$ cat config.mk
export PLATFORM = sky130hd
export DESIGN_NAME = cpu_bus_controller_flat
export DESIGN_NICKNAME = d
export VERILOG_FILES = /design/src/rtl/cpu_bus_controller_pkg.sv /design/src/rtl/cpu_bus_controller_if.sv /design/src/rtl/cpu_bus_controller_decoder.sv /design/src/rtl/cpu_bus_controller.sv /design/src/flat_wrapper.sv
export SDC_FILE = /design/constraint.sdc
export NUM_CORES = 1
export LEC_CHECK = 0
export CORE_UTILIZATION = 50
export DETAILED_ROUTE_END_ITERATION = 6
export GPL_TIMING_DRIVEN = 0
export HOLD_SLACK_MARGIN = 0.12
export PLACE_DENSITY = 0.81
export SETUP_SLACK_MARGIN = 0.1
export SYNTH_ARGS = -nofsm -noshare
export SYNTH_HDL_FRONTEND = slang
export SYNTH_SLANG_ARGS = --single-unit
$ cat constraint.sdc
create_clock -name clock_i -period 2.7 [get_ports clock_i]
set_input_delay 0.54 -clock clock_i [delete_from_list [all_inputs] [get_ports clock_i]]
set_output_delay 0.54 -clock clock_i [all_outputs]
set_load 0.02 [all_outputs]
$ cat src/rtl/cpu_bus_controller_pkg.sv
// Address map, target/state enums and helpers shared by the CPU bus controller
// and its address decoder.
package bus_pkg;

    typedef enum logic [1:0] {
        TGT_RAM  = 2'd0,
        TGT_PPU  = 2'd1,
        TGT_IO   = 2'd2,
        TGT_CART = 2'd3
    } target_e;

    typedef enum logic [1:0] {
        ST_IDLE     = 2'd0,
        ST_RAM_WAIT = 2'd1,
        ST_EXT_WAIT = 2'd2,
        ST_HOLD     = 2'd3
    } state_e;

    // Inclusive upper bounds of each decode window; anything above IO is cartridge.
    localparam logic [15:0] RAM_LAST      = 16'h1FFF;
    localparam logic [15:0] PPU_LAST      = 16'h3FFF;
    localparam logic [15:0] IO_LAST       = 16'h401F;
    localparam logic [15:0] PPU_FOLD_MASK = 16'h2007;

    localparam logic [1:0] SEL_PPU  = 2'd0;
    localparam logic [1:0] SEL_IO   = 2'd1;
    localparam logic [1:0] SEL_CART = 2'd2;

    function automatic logic [1:0] ext_sel_of(input target_e t);
        case (t)
            TGT_PPU: return SEL_PPU;
            TGT_IO:  return SEL_IO;
            default: return SEL_CART;
        endcase
    endfunction

endpackage

$ cat src/rtl/cpu_bus_controller_if.sv
// Bus bundle between the controller (master) and the CPU core, work RAM and
// external target bus (slave side). Suffixes are from the controller's view.
interface cpu_bus_if #(
    parameter int RAM_ADDR_WIDTH = 11
) ();

    logic [15:0]               cpu_address_i;
    logic                      cpu_address_valid_i;
    logic                      cpu_write_i;
    logic [7:0]                cpu_data_i;
    logic [7:0]                cpu_data_o;
    logic                      cpu_data_valid_o;

    logic [RAM_ADDR_WIDTH-1:0] ram_address_o;
    logic                      ram_read_o;
    logic                      ram_write_o;
    logic [7:0]                ram_data_o;
    logic [7:0]                ram_data_i;

    logic [1:0]                ext_sel_o;
    logic                      ext_req_o;
    logic [15:0]               ext_address_o;
    logic                      ext_write_o;
    logic [7:0]                ext_data_o;
    logic [7:0]                ext_data_i;
    logic                      ext_ack_i;

    modport master (
        input  cpu_address_i, cpu_address_valid_i, cpu_write_i, cpu_data_i,
        output cpu_data_o, cpu_data_valid_o,
        output ram_address_o, ram_read_o, ram_write_o, ram_data_o,
        input  ram_data_i,
        output ext_sel_o, ext_req_o, ext_address_o, ext_write_o, ext_data_o,
        input  ext_data_i, ext_ack_i
    );

    modport slave (
        output cpu_address_i, cpu_address_valid_i, cpu_write_i, cpu_data_i,
        input  cpu_data_o, cpu_data_valid_o,
        input  ram_address_o, ram_read_o, ram_write_o, ram_data_o,
        output ram_data_i,
        input  ext_sel_o, ext_req_o, ext_address_o, ext_write_o, ext_data_o,
        output ext_data_i, ext_ack_i
    );

endinterface

$ cat src/rtl/cpu_bus_controller_decoder.sv
// Combinational CPU address decode: target, work-RAM index and the external
// address with PPU registers folded onto their 8-byte window.
module cpu_bus_decoder
    import bus_pkg::*;
#(
    parameter int RAM_ADDR_WIDTH = 11
) (
    input  logic [15:0]               i_address,
    output target_e                   o_target,
    output logic [RAM_ADDR_WIDTH-1:0] o_ram_index,
    output logic [15:0]               o_ext_address
);

    always_comb begin
        // NOTE: every output gets a default first so no path through the if-chain infers a latch.
        o_target      = TGT_CART;
        o_ext_address = i_address;
        if (i_address <= RAM_LAST) begin
            o_target = TGT_RAM;
        end else if (i_address <= PPU_LAST) begin
            o_target      = TGT_PPU;
            o_ext_address = i_address & PPU_FOLD_MASK;
        end else if (i_address <= IO_LAST) begin
            o_target = TGT_IO;
        end
    end

    assign o_ram_index = i_address[RAM_ADDR_WIDTH-1:0];

endmodule

$ cat src/rtl/cpu_bus_controller.sv
// CPU bus controller: routes each CPU access to work RAM or the shared external
// req/ack bus, then holds the result until the CPU changes its request.
module cpu_bus_controller
    import bus_pkg::*;
#(
    parameter int TIMEOUT_CYCLES = 64,
    parameter int RAM_ADDR_WIDTH = 11
) (
    input  logic      clock_i,
    input  logic      reset_ni,
    cpu_bus_if.master bus
);

    localparam int                 CNT_W    = $clog2(TIMEOUT_CYCLES);
    localparam logic [CNT_W-1:0]   CNT_LAST = CNT_W'(TIMEOUT_CYCLES - 1);

    target_e                   w_target;
    logic [RAM_ADDR_WIDTH-1:0] w_ram_index;
    logic [15:0]               w_ext_address;
    logic                      w_leave_hold;

    state_e                    r_state;
    logic [15:0]               r_addr;
    logic                      r_write;
    logic [7:0]                r_cpu_data;
    logic                      r_valid;
    logic [7:0]                r_open_bus;
    logic [RAM_ADDR_WIDTH-1:0] r_ram_address;
    logic                      r_ram_read;
    logic                      r_ram_write;
    logic [7:0]                r_ram_data;
    logic [1:0]                r_ext_sel;
    logic                      r_ext_req;
    logic [15:0]               r_ext_address;
    logic                      r_ext_write;
    logic [7:0]                r_ext_data;
    logic [CNT_W-1:0]          r_count;

    cpu_bus_decoder #(
        .RAM_ADDR_WIDTH (RAM_ADDR_WIDTH)
    ) u_decoder (
        .i_address     (bus.cpu_address_i),
        .o_target      (w_target),
        .o_ram_index   (w_ram_index),
        .o_ext_address (w_ext_address)
    );

    // Any change to the CPU's request ends the hold; an unchanged one is never re-issued.
    assign w_leave_hold = !bus.cpu_address_valid_i
                        || (bus.cpu_address_i != r_addr)
                        || (bus.cpu_write_i != r_write);

    always_ff @(posedge clock_i or negedge reset_ni) begin
        if (!reset_ni) begin
            r_state       <= ST_IDLE;
            r_addr        <= '0;
            r_write       <= 1'b0;
            r_cpu_data    <= '0;
            r_valid       <= 1'b0;
            r_open_bus    <= '0;
            r_ram_address <= '0;
            r_ram_read    <= 1'b0;
            r_ram_write   <= 1'b0;
            r_ram_data    <= '0;
            r_ext_sel     <= '0;
            r_ext_req     <= 1'b0;
            r_ext_address <= '0;
            r_ext_write   <= 1'b0;
            r_ext_data    <= '0;
            r_count       <= '0;
        end else begin
            // NOTE: state uses non-blocking assignments so every register samples pre-edge values.
            r_ram_read  <= 1'b0;
            r_ram_write <= 1'b0;
            unique case (r_state)
                ST_IDLE: begin
                    if (bus.cpu_address_valid_i) begin
                        r_addr  <= bus.cpu_address_i;
                        r_write <= bus.cpu_write_i;
                        if (w_target == TGT_RAM) begin
                            r_ram_address <= w_ram_index;
                            if (bus.cpu_write_i) begin
                                r_ram_write <= 1'b1;
                                r_ram_data  <= bus.cpu_data_i;
                                r_state     <= ST_HOLD;
                            end else begin
                                r_ram_read <= 1'b1;
                                r_state    <= ST_RAM_WAIT;
                            end
                        end else begin
                            r_ext_req     <= 1'b1;
                            r_ext_sel     <= ext_sel_of(w_target);
                            r_ext_address <= w_ext_address;
                            r_ext_write   <= bus.cpu_write_i;
                            r_ext_data    <= bus.cpu_data_i;
                            r_count       <= '0;
                            r_state       <= ST_EXT_WAIT;
                        end
                    end
                end
                ST_RAM_WAIT: begin
                    r_cpu_data <= bus.ram_data_i;
                    r_open_bus <= bus.ram_data_i;
                    r_state    <= ST_HOLD;
                end
                ST_EXT_WAIT: begin
                    // Ack is tested first so it wins over a timeout on the same edge.
                    if (bus.ext_ack_i) begin
                        r_ext_req <= 1'b0;
                        if (!r_write) begin
                            r_cpu_data <= bus.ext_data_i;
                            r_open_bus <= bus.ext_data_i;
                        end
                        r_state <= ST_HOLD;
                    end else if (r_count == CNT_LAST) begin
                        r_ext_req <= 1'b0;
                        if (!r_write) begin
                            r_cpu_data <= r_open_bus;
                        end
                        r_state <= ST_HOLD;
                    end else begin
                        r_count <= r_count + 1'b1;
                    end
                end
                ST_HOLD: begin
                    if (w_leave_hold) begin
                        r_valid <= 1'b0;
                        r_state <= ST_IDLE;
                    end else begin
                        r_valid <= 1'b1;
                    end
                end
                default: r_state <= ST_IDLE;
            endcase
        end
    end

    assign bus.cpu_data_o       = r_cpu_data;
    assign bus.cpu_data_valid_o = r_valid;
    assign bus.ram_address_o    = r_ram_address;
    assign bus.ram_read_o       = r_ram_read;
    assign bus.ram_write_o      = r_ram_write;
    assign bus.ram_data_o       = r_ram_data;
    assign bus.ext_sel_o        = r_ext_sel;
    assign bus.ext_req_o        = r_ext_req;
    assign bus.ext_address_o    = r_ext_address;
    assign bus.ext_write_o      = r_ext_write;
    assign bus.ext_data_o       = r_ext_data;

endmodule

$ cat src/flat_wrapper.sv
// flat-port wrapper written by rule: the top's interface ports become plain ports
module cpu_bus_controller_flat import bus_pkg::*;
#(
    parameter int TIMEOUT_CYCLES = 64,
    parameter int RAM_ADDR_WIDTH = 11
)
  (clock_i, reset_ni, bus_cpu_address_i, bus_cpu_address_valid_i, bus_cpu_write_i, bus_cpu_data_i, bus_cpu_data_o, bus_cpu_data_valid_o, bus_ram_address_o, bus_ram_read_o, bus_ram_write_o, bus_ram_data_o, bus_ram_data_i, bus_ext_sel_o, bus_ext_req_o, bus_ext_address_o, bus_ext_write_o, bus_ext_data_o, bus_ext_data_i, bus_ext_ack_i);
  cpu_bus_if #(.RAM_ADDR_WIDTH(RAM_ADDR_WIDTH)) bus_i ();
  input  logic clock_i;
  input  logic reset_ni;
  input wire logic [$bits(bus_i.cpu_address_i)-1:0] bus_cpu_address_i;
  input wire logic [$bits(bus_i.cpu_address_valid_i)-1:0] bus_cpu_address_valid_i;
  input wire logic [$bits(bus_i.cpu_write_i)-1:0] bus_cpu_write_i;
  input wire logic [$bits(bus_i.cpu_data_i)-1:0] bus_cpu_data_i;
  output wire logic [$bits(bus_i.cpu_data_o)-1:0] bus_cpu_data_o;
  output wire logic [$bits(bus_i.cpu_data_valid_o)-1:0] bus_cpu_data_valid_o;
  output wire logic [$bits(bus_i.ram_address_o)-1:0] bus_ram_address_o;
  output wire logic [$bits(bus_i.ram_read_o)-1:0] bus_ram_read_o;
  output wire logic [$bits(bus_i.ram_write_o)-1:0] bus_ram_write_o;
  output wire logic [$bits(bus_i.ram_data_o)-1:0] bus_ram_data_o;
  input wire logic [$bits(bus_i.ram_data_i)-1:0] bus_ram_data_i;
  output wire logic [$bits(bus_i.ext_sel_o)-1:0] bus_ext_sel_o;
  output wire logic [$bits(bus_i.ext_req_o)-1:0] bus_ext_req_o;
  output wire logic [$bits(bus_i.ext_address_o)-1:0] bus_ext_address_o;
  output wire logic [$bits(bus_i.ext_write_o)-1:0] bus_ext_write_o;
  output wire logic [$bits(bus_i.ext_data_o)-1:0] bus_ext_data_o;
  input wire logic [$bits(bus_i.ext_data_i)-1:0] bus_ext_data_i;
  input wire logic [$bits(bus_i.ext_ack_i)-1:0] bus_ext_ack_i;
  assign bus_i.cpu_address_i = bus_cpu_address_i;
  assign bus_i.cpu_address_valid_i = bus_cpu_address_valid_i;
  assign bus_i.cpu_write_i = bus_cpu_write_i;
  assign bus_i.cpu_data_i = bus_cpu_data_i;
  assign bus_cpu_data_o = bus_i.cpu_data_o;
  assign bus_cpu_data_valid_o = bus_i.cpu_data_valid_o;
  assign bus_ram_address_o = bus_i.ram_address_o;
  assign bus_ram_read_o = bus_i.ram_read_o;
  assign bus_ram_write_o = bus_i.ram_write_o;
  assign bus_ram_data_o = bus_i.ram_data_o;
  assign bus_i.ram_data_i = bus_ram_data_i;
  assign bus_ext_sel_o = bus_i.ext_sel_o;
  assign bus_ext_req_o = bus_i.ext_req_o;
  assign bus_ext_address_o = bus_i.ext_address_o;
  assign bus_ext_write_o = bus_i.ext_write_o;
  assign bus_ext_data_o = bus_i.ext_data_o;
  assign bus_i.ext_data_i = bus_ext_data_i;
  assign bus_i.ext_ack_i = bus_ext_ack_i;
  cpu_bus_controller #(.TIMEOUT_CYCLES(TIMEOUT_CYCLES), .RAM_ADDR_WIDTH(RAM_ADDR_WIDTH)) u_core (.clock_i(clock_i), .reset_ni(reset_ni), .bus(bus_i));
endmodule
After elaboration in Yosys (flattened, before gate mapping) --
Index checks and enable logic that the tools add are counted.
Word-level totals: bits in registers 91
Operators by class: reductions and logical operators 16, bitwise gates (word level) 1, multiplexer cells 39, $add $sub $neg 1, equal/unequal tests 16, $lt $le $gt $ge 3
Operator list (count):
- 8-bit 2-to-1 mux | 5
- 16-bit 2-to-1 mux | 2
- 8-bit case mux with 2 select lines | 2
- 6-bit 2-to-1 mux | 4
- 16-bit by 13-bit <= comparator with 1-bit output, second input constant | 1
- 16-bit by 14-bit <= comparator with 1-bit output, second input constant | 1
- 16-bit by 15-bit <= comparator with 1-bit output, second input constant | 1
- 2-bit 2-to-1 mux | 8
- 16-bit inequality test | 1
- 3-bit AND reduction | 5
- 1-bit 2-to-1 mux | 14
- 2-bit inequality test, second input constant | 6
- 6-bit case mux with 2 select lines | 1
- 2-bit case mux with 4 select lines | 1
- 4-bit AND reduction | 2
- 6-bit by 1-bit adder with 6-bit output, second input constant | 1
- 2-bit == test, second input constant | 3
- 6-bit == test, second input constant | 1
- 5-bit AND reduction | 1
- 2-bit by 1-bit == test with 1-bit output, second input constant | 2
- 2-bit zero test | 2
- 2-bit case mux with 2 select lines | 1
- 2-bit nonzero test | 2
- 3-bit by 2-bit inequality test with 1-bit output, second input constant | 1
- other kinds (7) | 8

Depth between registers and ports, before layout --
word-level depth 8, depth in mapped cells 9, gate-level depth less buffers 9

Cells and area by module --
From an unflattened synthesis, not the netlist that was laid out.
Second synthesis, totals: cell total of the unflattened synthesis 366, area total of the unflattened synthesis 4354.2 µm²
By module, submodules not included:
- cpu_bus_controller | area an instance 4097.7 µm², instances 1, cells an instance 332
- cpu_bus_decoder | area an instance 256.5 µm², instances 1, cells an instance 34

Worst setup path before layout --
No wires, ideal clock.
path kind in2reg, start input bus_cpu_address_i[15], end register u_core.r_ext_address[13], in the netlist u_core.bus.ext_address_o[13], cell stages on the path 9, data arrival time 2.195 ns, buffers on the path 2, required time 2.635 ns, path slack 0.440 ns, path through nor4_1 > nand3_1 > a21oi_1 > ha_1 > nand3b_1 > clkbuf_1 > clkbuf_1 > nand2_1 > nand2_1
On the way: longest elaborated chain between the ends 7, elaborated cells on any way between the ends 10, those cells by class order compare: 3; mux: 4; bitwise: 1; reduce/logical: 2
Ends and longest elaborated chain:
- start: declaration | RTL line flat_wrapper.sv:11 | input wire logic [$bits(bus_i.cpu_address_i)-1:0] bus_cpu_address_i;
- 16-bit by 15-bit <= comparator with 1-bit output | RTL line cpu_bus_controller_decoder.sv:23 | end else if (i_address <= IO_LAST) begin
- 1-bit 2-to-1 mux | RTL line cpu_bus_controller_decoder.sv:23
- 2-bit 2-to-1 mux | RTL line cpu_bus_controller_decoder.sv:20 | end else if (i_address <= PPU_LAST) begin
- 2-bit 2-to-1 mux | RTL line cpu_bus_controller_decoder.sv:18 | if (i_address <= RAM_LAST) begin
- 2-bit zero test | RTL line cpu_bus_controller.sv:80 | if (w_target == TGT_RAM) begin
- 1-bit inverter (no source line)
- 3-bit AND reduction (no source line)
- end signal: assignment | RTL line cpu_bus_controller.sv:93 | r_ext_address <= w_ext_address;
- end: declaration | RTL line cpu_bus_controller.sv:34 | logic [15:0] r_ext_address;
Several ways; a longest one is shown, not always the timed one. A chain may end at the register's enable or synchronous reset.

Worst setup path after layout --
start input bus_cpu_address_i[11], end register u_core.r_ext_address[11], in the netlist u_core.bus.ext_address_o[11]
The elaborated chain is that of the path after synthesis.

==> qor.yml <==
critPathArrivalTime_ns: 2.72
cts_root_buffer: "clkbuf_8"
r2r_cells: 8
cts_tree: "done"
finClkSkew_ns: 0.0138
worstSetupEndpointType: "register"
grtUsageMet2_pct: 39.1
dieArea_sq_mm: 0.00854
final_core_util_pct: 70.9
final_area_sq_mm: 0.00554
rrSetupSlack_ns: 0.58
viasPerCell: 5.25
gp_congestion: 0.823
slowest_stage: "clkdlybuf4s50_1"
totalWireLength_mm: 9.41
insertion_delay_ns: 0.35
antenna_found_initial: 0
antenna_left: 0
synth_nets: 420
hpwl_mm: 6.72
crit_chain: "clkdlybuf4s50_1 -> nor4_2 -> nand3_1 -> a21oi_2 -> ha_2 -> nand3b_1 -> buf_4 -> a21oi_2 -> a22o_1"
r2r-end: "u_core.bus.ext_data_o[0]$_DFFE_PN0P_"
max-cap-violations: 0
required_ns: 2.93
path_delay_family: "buffers and inverters"
synth_seq_cells: 91
finalMaxSlewViolations: 0
hold_class: "reg -> reg"
path_buf_inv: 2
synth_cells: 369
clock.fmax_mhz: 403
use_met3_pct: 3.20
critPathMostFrequentCell: "a21oi_2"
slew_headroom_pct: 60.6
antenna_cells: 0
crit_start: "bus_cpu_address_i[11]"
rows: 32
place_area_sq_mm: 0.00524
drc_errors: 0
top_usage_layer: "met2"
netlist-cell-type-count: 41
p_leak_nw: 2.56
synth_area_sq_mm: 0.00409
clock_sinks: 91
synth_seq_area_share_pct: 55.7
startpoint_type: "input port"
num-fill-cells: 598
drt_iter0_markers: 138
syn_to_final_growth_pct: 35.4
dr_total_vias: 3095
start_util_pct: 52.4
grt_pass1_wl_mm: 15.6
avgSynthCellArea_sq_um: 11.1
r2r-start: "u_core.r_state[0]$_DFFE_PN0P_"
path_clk_slew_ns: 0.09
ios: 103
period_needed_ns: 2.48
post_drt_wl_per_cell_um: 16.0
finalPower_mw: 6.03
grt_pass1_vias: 3226
die_x_um: 92.4
final_cells: 589
finalCritPeriodShare_pct: 92.0
grt-ovfl-total: 0
cp_max_fo: 10
endpoint: "u_core.bus.ext_address_o[11]$_DFFE_PN0P_"
cts_buffers: 9
port_buffers: 100
worstMarginPinSlew_ns: 0.591
status: "finished clean"
grt_max_degree: 73
cts_max_level: 3
setup_viol_count_final: 0
max-vdd-ir-drop_mv: 0.604
drive_gt1_share_pct: 12.9
yosysWarningCount: 0
track_usage_pct: 23.5
fin_nets: 534
final.setup.tns_ns: 0
rsz0062_at_grt: "no"
finalHoldViolCount: 0
cp.depth: 9
dr.pass1.iters: 4
die_h_um: 92.4
crit_type: "in -> reg"
design.core.area_sq_mm: 0.00781
slowest_delay_ns: 0.50
powerDensity_mw_per_mm2: 1090
post-place-cells: 572
clock_path_buffers: 2
met1_usage_pct: 31.2
==> registers in the layout (all words and copies together), names as in the netlist, 6 cells and up <==
signal and cells:
u_core.bus.ext_data_o 8, u_core.bus.cpu_data_o 8, u_core.bus.ext_address_o 16, u_core.r_count 6
u_core.r_addr 16, u_core.bus.ram_address_o 11, u_core.r_open_bus 8, u_core.bus.ram_data_o 8
==> cells in the final DEF (no fill, tap or decap), types with 2 or more instances in the layout <==
master | Yosys | final
dlymetal6s2s_1 | 0 | 2
nor4_1 | 5 | 4
mux2_1 | 16 | 16
o21ai_0 | 7 | 7
mux2i_1 | 18 | 18
dfrtp_1 | 91 | 91
o22ai_1 | 2 | 2
buf_4 | 0 | 4
nand3_1 | 5 | 4
buf_1 | 2 | 2
clkdlybuf4s50_1 | 0 | 97
buf_2 | 6 | 6
nand2b_1 | 2 | 2
bufinv_16 | 0 | 3
inv_1 | 8 | 8
nand4_1 | 4 | 4
ha_1 | 6 | 5
mux2_2 | 21 | 21
a22o_1 | 13 | 13
nor2_1 | 12 | 12
nand2_2 | 2 | 2
clkbuf_8 | 0 | 9
clkinvlp_4 | 0 | 2
o21ai_1 | 8 | 8
clkbuf_1 | 6 | 3
nand2_1 | 90 | 90
a21oi_2 | 1 | 3
xor2_1 | 16 | 16
a21oi_1 | 10 | 8
==> timing repair <==
| action | CTS | global route |
|---|---|---|
| endpoints found under the hold margin | 19 | 0 |
| setup buffers | 0 | 1 |
| gates resized for setup | 7 | 8 |
| setup endpoints to repair | 48 | 44 |
| hold buffers | 1 | 0 |
==> layout make-up <==
cell class,instances,area [sq um],area share [%]
Sequential cell,91,2280,41.1
Tap cell,102,128,2.30
Buffer,15,80.1,1.45
Clock buffer,9,124,2.24
Timing Repair Buffer,103,1050,18.9
Multi-Input combinational cell,253,1730,31.2
Clock inverter,6,114,2.06
Inverter,10,37.5,0.678
==> cell families after synthesis <==
family                     synth area share (%)
and+or+nand+nor                            13.5
DFF                                        55.7
muxes                                      14.6
AOI/OAI and AO/OA                          8.08
buffers and inverters                      2.66
xor gates and xnor gates                   3.64
adders and majority gates                  1.84
==> worst min path at each step <==
stage	startpoint	endpoint	slack, ns	cells after the start
3_3_place_gp	u_core.bus.ext_data_o[7]$_DFFE_PN0P_	u_core.bus.ext_data_o[7]$_DFFE_PN0P_	0.46	2
3_5_place_dp	reset_ni	u_core.r_count[2]$_DFFE_PN0P_	0.45	1
5_1_grt	u_core.bus.ext_data_o[7]$_DFFE_PN0P_	u_core.bus.ext_data_o[7]$_DFFE_PN0P_	0.50	2
2_1_floorplan	reset_ni	u_core.bus.cpu_data_o[0]$_DFFE_PN0P_	0.24	0
4_1_cts	u_core.bus.ext_data_o[7]$_DFFE_PN0P_	u_core.bus.ext_data_o[7]$_DFFE_PN0P_	0.49	2
6_report	u_core.bus.ext_data_o[2]$_DFFE_PN0P_	u_core.bus.ext_data_o[2]$_DFFE_PN0P_	0.48	2
==> cell usage after synthesis (all sizes together) <==
| master | instances | share of area [%] |
|---|---|---|
| a211o | 1 | 0.21 |
| a21oi | 11 | 1.4 |
| a22o | 13 | 2.8 |
| a31oi | 1 | 0.52 |
| and3 | 2 | 0.43 |
| and4 | 1 | 0.21 |
| buf | 9 | 1.2 |
| clkbuf | 6 | 0.55 |
| clkinv | 1 | 0.092 |
| dfrtp | 91 | 56 |
| ha | 6 | 1.8 |
| inv | 9 | 0.83 |
| mux2 | 37 | 10 |
| mux2i | 18 | 4.4 |
| nand2 | 92 | 8.6 |
| nand2b | 2 | 0.31 |
| nand3 | 5 | 0.61 |
| nand3b | 1 | 0.18 |
| nand4 | 4 | 0.61 |
| nand4b | 1 | 0.21 |
| nor2 | 13 | 1.3 |
| nor3 | 1 | 0.12 |
| nor4 | 5 | 0.76 |
| nor4b | 1 | 0.21 |
| o211ai | 1 | 0.18 |
| o21ai | 15 | 1.8 |
| o221ai | 1 | 0.37 |
| o22ai | 2 | 0.31 |
| o2bb2ai | 1 | 0.21 |
| o311ai | 1 | 0.21 |
| xnor2 | 1 | 0.21 |
| xor2 | 16 | 3.4 |
==> layer usage <==
metal  vias to the layer above  wire length (um)  share of wire [%]
met5                         -                 0                  0
met4                         0               202                2.1
met3                        16               355                3.8
met2                        74              4630                 49
met1                      1517              4230                 45
li1                       1488                 -                  -
==> power breakdown <==
part | switching (mW) | internal (mW)
combinational | 1.39 | 1.28
clock | 0.480 | 0.613
sequential | 0.341 | 1.92
total | 2.21 | 3.81
==> stage by stage <==
step	hold WS [ns]	setup WS (ns)
2_1_floorplan	0.244	0.440
3_3_place_gp	0.461	-2.27
3_5_place_dp	0.449	-0.717
4_1_cts	0.487	0.111
5_1_grt	0.504	0.0427
6_report	0.485	0.217
==> worst register-to-register path: cells and delay by family (launching register included) <==
| family | cells | cell delay, ns |
|---|---|---|
| adders and majority gates | 1 | 0.14 |
| buffers and inverters | 3 | 0.68 |
| DFF | 1 | 0.41 |
| and+or+nand+nor | 4 | 0.84 |
Power figures use the tool's default switching activity.
